**src/rtl/display_scan_ctrl_pkg.sv**
```systemverilog
// Shared constants for the seven-segment scan controller: blank/off patterns,
// digit count and the active-low abcdefg glyph table.
package display_scan_ctrl_pkg;

    typedef logic [6:0] sseg_t;

    localparam sseg_t      SSEG_BLANK = 7'b1111111;
    localparam logic [3:0] AN_OFF     = 4'b1111;
    localparam int         NUM_DIGITS = 4;

    // Glyphs are written a..g from left to right, 0 = segment lit.
    localparam sseg_t GLYPH_0 = 7'b0000001;
    localparam sseg_t GLYPH_1 = 7'b1001111;
    localparam sseg_t GLYPH_2 = 7'b0010010;
    localparam sseg_t GLYPH_3 = 7'b0000110;
    localparam sseg_t GLYPH_4 = 7'b1001100;
    localparam sseg_t GLYPH_5 = 7'b0100100;
    localparam sseg_t GLYPH_6 = 7'b0100000;
    localparam sseg_t GLYPH_7 = 7'b0001111;
    localparam sseg_t GLYPH_8 = 7'b0000000;
    localparam sseg_t GLYPH_9 = 7'b0000100;
    localparam sseg_t GLYPH_A = 7'b0001000;
    localparam sseg_t GLYPH_B = 7'b1100000;
    localparam sseg_t GLYPH_C = 7'b0110001;
    localparam sseg_t GLYPH_D = 7'b1000010;
    localparam sseg_t GLYPH_E = 7'b0110000;
    localparam sseg_t GLYPH_F = 7'b0111000;

endpackage

```
**src/rtl/display_scan_ctrl_hex_to_sseg.sv**
```systemverilog
// Purely combinational hex nibble to active-low seven-segment decoder.
module hex_to_sseg
    import display_scan_ctrl_pkg::*;
(
    input  logic [3:0] hex,
    output logic [0:6] sseg
);

    always_comb begin
        sseg = SSEG_BLANK;
        unique case (hex)
            4'h0: sseg = GLYPH_0;
            4'h1: sseg = GLYPH_1;
            4'h2: sseg = GLYPH_2;
            4'h3: sseg = GLYPH_3;
            4'h4: sseg = GLYPH_4;
            4'h5: sseg = GLYPH_5;
            4'h6: sseg = GLYPH_6;
            4'h7: sseg = GLYPH_7;
            4'h8: sseg = GLYPH_8;
            4'h9: sseg = GLYPH_9;
            4'hA: sseg = GLYPH_A;
            4'hB: sseg = GLYPH_B;
            4'hC: sseg = GLYPH_C;
            4'hD: sseg = GLYPH_D;
            4'hE: sseg = GLYPH_E;
            4'hF: sseg = GLYPH_F;
            default: sseg = SSEG_BLANK;
        endcase
    end

endmodule

```
**src/rtl/display_scan_ctrl.sv**
```systemverilog
// 4-digit multiplexed seven-segment scan controller with frame-aligned,
// double-buffered value updates. Optional LEADING_ZERO_BLANK_EN blanks leading zeros.
module display_scan_ctrl
    import display_scan_ctrl_pkg::*;
#(
    parameter int DIV   = 50000,
    parameter int GUARD = 4
) (
    input  logic        clk,
    input  logic        rst_n,
    input  logic        load,
    input  logic [15:0] value,
    input  logic [3:0]  en_mask,
    output logic        ready,
    output logic [0:6]  SSeg,
    output logic [3:0]  an,
    output logic        frame
);

    localparam int CNT_W = (DIV > 1) ? $clog2(DIV) : 1;

    logic [CNT_W-1:0] cnt_reg;
    logic [1:0]       dig_reg;
    logic [15:0]      shown_reg;
    logic [15:0]      pending_reg;
    logic             ready_reg;
    logic             frame_reg;
    logic [3:0]       an_reg;
    logic [0:6]       sseg_reg;

    logic             slot_end;
    logic             boundary;
    logic [3:0]       nibble [NUM_DIGITS];
    logic [3:0]       cur_hex;
    logic [0:6]       dec_sseg;
    logic [3:0]       visible;
    logic             lit;
    logic [3:0]       an_next;
    logic [0:6]       sseg_next;

    assign slot_end = (cnt_reg == CNT_W'(DIV - 1));
    assign boundary = slot_end && (dig_reg == 2'd3);

    genvar gi;
    generate
        for (gi = 0; gi < NUM_DIGITS; gi++) begin : g_nibble
            assign nibble[gi] = shown_reg[4*gi +: 4];
        end
    endgenerate

    assign cur_hex = nibble[dig_reg];

    hex_to_sseg u_hex_to_sseg (
        .hex  (cur_hex),
        .sseg (dec_sseg)
    );

`ifdef LEADING_ZERO_BLANK_EN
    // Digit k is significant when it or any digit above it is nonzero.
    generate
        for (gi = 0; gi < NUM_DIGITS; gi++) begin : g_visible
            if (gi == 0) begin : g_lsd
                assign visible[gi] = 1'b1;
            end else begin : g_upper
                assign visible[gi] = |shown_reg[4*NUM_DIGITS-1 : 4*gi];
            end
        end
    endgenerate
`else
    assign visible = 4'b1111;
`endif

    // Outputs are computed from the current slot and registered, so they
    // trail cnt/dig by one cycle; the guard window hides that lag.
    assign lit       = (cnt_reg >= CNT_W'(GUARD)) && en_mask[dig_reg] && visible[dig_reg];
    assign an_next   = lit ? ~(4'b0001 << dig_reg) : AN_OFF;
    assign sseg_next = lit ? dec_sseg : SSEG_BLANK;

    always_ff @(posedge clk or negedge rst_n) begin
        if (!rst_n) begin
            cnt_reg     <= '0;
            dig_reg     <= '0;
            shown_reg   <= '0;
            pending_reg <= '0;
            ready_reg   <= 1'b1;
            frame_reg   <= 1'b0;
            an_reg      <= AN_OFF;
            sseg_reg    <= SSEG_BLANK;
        end else begin
            cnt_reg   <= slot_end ? '0 : cnt_reg + 1'b1;
            if (slot_end) begin
                dig_reg <= dig_reg + 2'd1;
            end
            an_reg    <= an_next;
            sseg_reg  <= sseg_next;
            frame_reg <= boundary;
            // A commit wins over a coincident load, which is then dropped.
            if (boundary && !ready_reg) begin
                shown_reg <= pending_reg;
                ready_reg <= 1'b1;
            end else if (load && ready_reg) begin
                pending_reg <= value;
                ready_reg   <= 1'b0;
            end
        end
    end

    assign ready = ready_reg;
    assign frame = frame_reg;
    assign an    = an_reg;
    assign SSeg  = sseg_reg;

endmodule
```
**config.mk**
```make
export PLATFORM = sky130hd
export DESIGN_NAME = display_scan_ctrl
export DESIGN_NICKNAME = d
export VERILOG_FILES = /design/src/rtl/display_scan_ctrl_pkg.sv /design/src/rtl/display_scan_ctrl_hex_to_sseg.sv /design/src/rtl/display_scan_ctrl.sv
export SDC_FILE = /design/constraint.sdc
export NUM_CORES = 1
export LEC_CHECK = 0
export ABC_AREA = 1
export BUFFER_PORTS_ARGS = -buffer_cell sky130_fd_sc_hd__buf_2
export CAP_MARGIN = 20
export CORE_AREA = 2 2 77 79
export CTS_CLUSTER_SIZE = 24
export DETAILED_ROUTE_END_ITERATION = 16
export DIE_AREA = 0 0 79 81
export PLACE_DENSITY = 0.79
export SYNTH_ARGS = -nofsm -noshare
export SYNTH_HDL_FRONTEND = slang
export SYNTH_HIERARCHICAL = 1
export SYNTH_SLANG_ARGS = --single-unit
```
**constraint.sdc**
```tcl
create_clock -name clk -period 4.9 [get_ports clk]
set_input_delay 0.49 -clock clk [delete_from_list [all_inputs] [get_ports clk]]
set_output_delay 0.49 -clock clk [all_outputs]
set_load 0.005 [all_outputs]
```
==> impl_metrics.csv <==
group,metric,value,unit
floorplan,start_util,56.9,%
worst_setup_path,r2r_slack,2440,ps
routing,wirelength,5.99,mm
run,maxCapViolations,0,
cells_and_area,n_antenna_cell,0,
timing,post-route-min-period,2460,ps
global_route,grt_overflow_total,0,
cts,cts_made_buffers,9,
logic_synthesis,syn_area,0.00323,mm²
place,placed_area,0.00341,mm²
cts,cts-resized-gates,0,
routing,wl_per_cell,12.7,µm
cts,cts_tree,"done",
power_and_ir_drop,p_total,1.03,mW
timing,fin_worst_skew,6.37,ps
status,status,"finished clean",
logic_synthesis,syn_inst,357,
global_route,grt_usage,20.8,%
place,place_ws,2510,ps
cells_and_area,area_growth,11.7,%
cells_and_area,final_common_cell,"nand2_1",
floorplan,fp-row-count,28,
floorplan,pin_count,36,
global_route,grt_pass1_vias,2282,
place,post-dp-hpwl,4.27,mm
power_and_ir_drop,p_per_area,286,mW/mm²
timing,slew_headroom,43.4,%
cells_and_area,drive_gt1_share,23.7,%
floorplan,dieHeight,81,µm
logic_synthesis,syn_avg_cell_area,9.05,µm²
timing,worst_pin_slew,849,ps
cts,clk_pin_slew,70,ps
timing,rsz0062_at_grt,"false",
power_and_ir_drop,leakagePower,1.82,nW
global_route,antenna_found_initial,0,
timing,drv_slew,0,
power_and_ir_drop,ir_worst_vdd,0.000231,V
global_route,grt_pass1_wl,10.3,mm
worst_setup_path,startpoint_type,"flip-flop",
routing,drc,0,
floorplan,die_x,79,µm
logic_synthesis,synth_seq_area_share,49.2,%
timing,setup_ws,2440,ps
routing,via_per_inst,5.18,
routing,dr_total_vias,2442,
global_route,grt_max_degree,64,
routing,initialDrtViolationCount,179,
cts,cts_hold_buf,0,
routing,ant_nets,0,
floorplan,die_area,0.00640,mm²
timing,final-hold-violation-count,0,
logic_synthesis,synth-seq-cells,63,
cells_and_area,stdcell_area,0.00361,mm²
cts,root_buffer,"clkbuf_8",
timing,setup-tns-final,0,ps
hold_path,hp-class,"primary input to asynchronous set/reset pin",
worst_setup_path,path_class,"flip-flop to flip-flop",
cells_and_area,layout_common_cells,"nand2_1 (80), dfrtp_1 (51), nor2_1 (42), buf_2 (35), inv_1 (28)",
routing,first_pass_iters,4,
worst_setup_path,cp_max_fo,14,
worst_setup_path,cp_data_required_time,5140,ps
logic_synthesis,yosysUniqueCellTypes,31,
cells_and_area,final_nets,427,
cts,clock_path_buffers,2,
logic_synthesis,synth_top_area_cell,"dfrtp_1",
worst_setup_path,critPathArrivalTime,2700,ps
timing,fin_crit_sh,50.3,%
cts,post-cts-setup-buffers,0,
floorplan,design.core.area,0.00568,mm²
logic_synthesis,synth_area_leaders,"dfrtp_1 (39%), dfstp_2 (9.8%), nand2_1 (9.3%)",
logic_synthesis,ys_warn_count,6,
logic_synthesis,synth_top_cell_area_share,39.5,%
timing,max_freq,0.406,GHz
place,routabilityCongestion,0.841,
worst_setup_path,end_kind,"flip-flop",
logic_synthesis,synth_nets,393,
cts,htree_num_levels,3,
cts,clock_latency,340,ps
timing,setup_viol,0,
cts,clock_sinks,63,
place,portBuffers,35,
## logic make-up (layout without fill, tap and decap cells)
kind of cell | after synthesis | after routing | share of synthesized area [%]
and+or+nand+nor | 187 | 187 | 27.0
DFF | 63 | 63 | 49.2
buffers and inverters | 45 | 84 | 6.74
AOI/OAI and AO/OA | 26 | 26 | 4.53
muxes | 16 | 16 | 5.57
adders and majority gates | 13 | 13 | 5.03
xor gates and xnor gates | 7 | 7 | 1.90
## per-stage QoR
stage,utilization [%],std cells,hold slack (ps)
after floorplan,-,357,194
after global placement,60.1,455,457
after detailed placement,60.1,455,459
after CTS,63.6,471,279
after global routing,63.6,471,290
final,63.6,471,297
## cell type report
type / instances / area [µm²]
fill: 511 / 2070
tap: 75 / 93.8
clock buffer: 9 / 124
clock inverter: 7 / 73.8
sequential: 63 / 1590
inverter: 32 / 120
multi-input combinational: 249 / 1420
timing repair buffer: 36 / 183
## synth_stat cells (all sizes together)
cell type,count
nand2,81
dfrtp,51
nor2,48
inv,31
nand3,27
nand4,19
o21ai,17
mux2,16
ha,13
buf,12
dfstp,12
nand3b,7
xor2,7
o22ai,5
a21oi,3
nor3,3
clkbuf,1
clkinv,1
nor3b,1
nor4,1
o21bai,1
## metal layers
metal / track usage, % / up-vias / wire length [µm]
met5: 0 / - / 0
met4: 11.4 / 0 / 124
met3: 3.56 / 10 / 287
met2: 33.3 / 74 / 2810
met1: 27.3 / 1118 / 2770
li1: - / 1240 / -
## power by group
group	switching (mW)	total [mW]	internal, mW	leakage (nW)
clock network	0.208	0.443	0.235	0.0992
logic	0.0188	0.0393	0.0204	0.917
registers	0.00903	0.550	0.541	0.799
## worst paths after layout
check / start / end / cells past startpoint
setup / recovery: dig_reg[0]$_DFFE_PN0N_ / SSeg[3]$_DFF_PN1_ / 9
hold / removal: rst_n / pending_reg[3]$_DFFE_PN0P_ / 2
setup reg to reg: dig_reg[0]$_DFFE_PN0N_ / SSeg[3]$_DFF_PN1_ / 9
hold reg to reg: shown_reg[5]$_DFFE_PN0P_ / shown_reg[5]$_DFFE_PN0P_ / 2
max in group asynchronous: rst_n / cnt_reg[10]$_DFF_PN0_ / 2
min in group clk: load / ready$_DFFE_PN1P_ / 2
## critical path, cell delays in order (launching register included)
cell and delay [ps]:
dfrtp_1 520, inv_1 330, o21ai_0 130, o22ai_1 660
inv_1 240, nand2_1 140, nand2_1 60, nand2_1 50
nand2_1 60, nand3b_1 150
No activity file was read; power rests on OpenSTA's default activity.
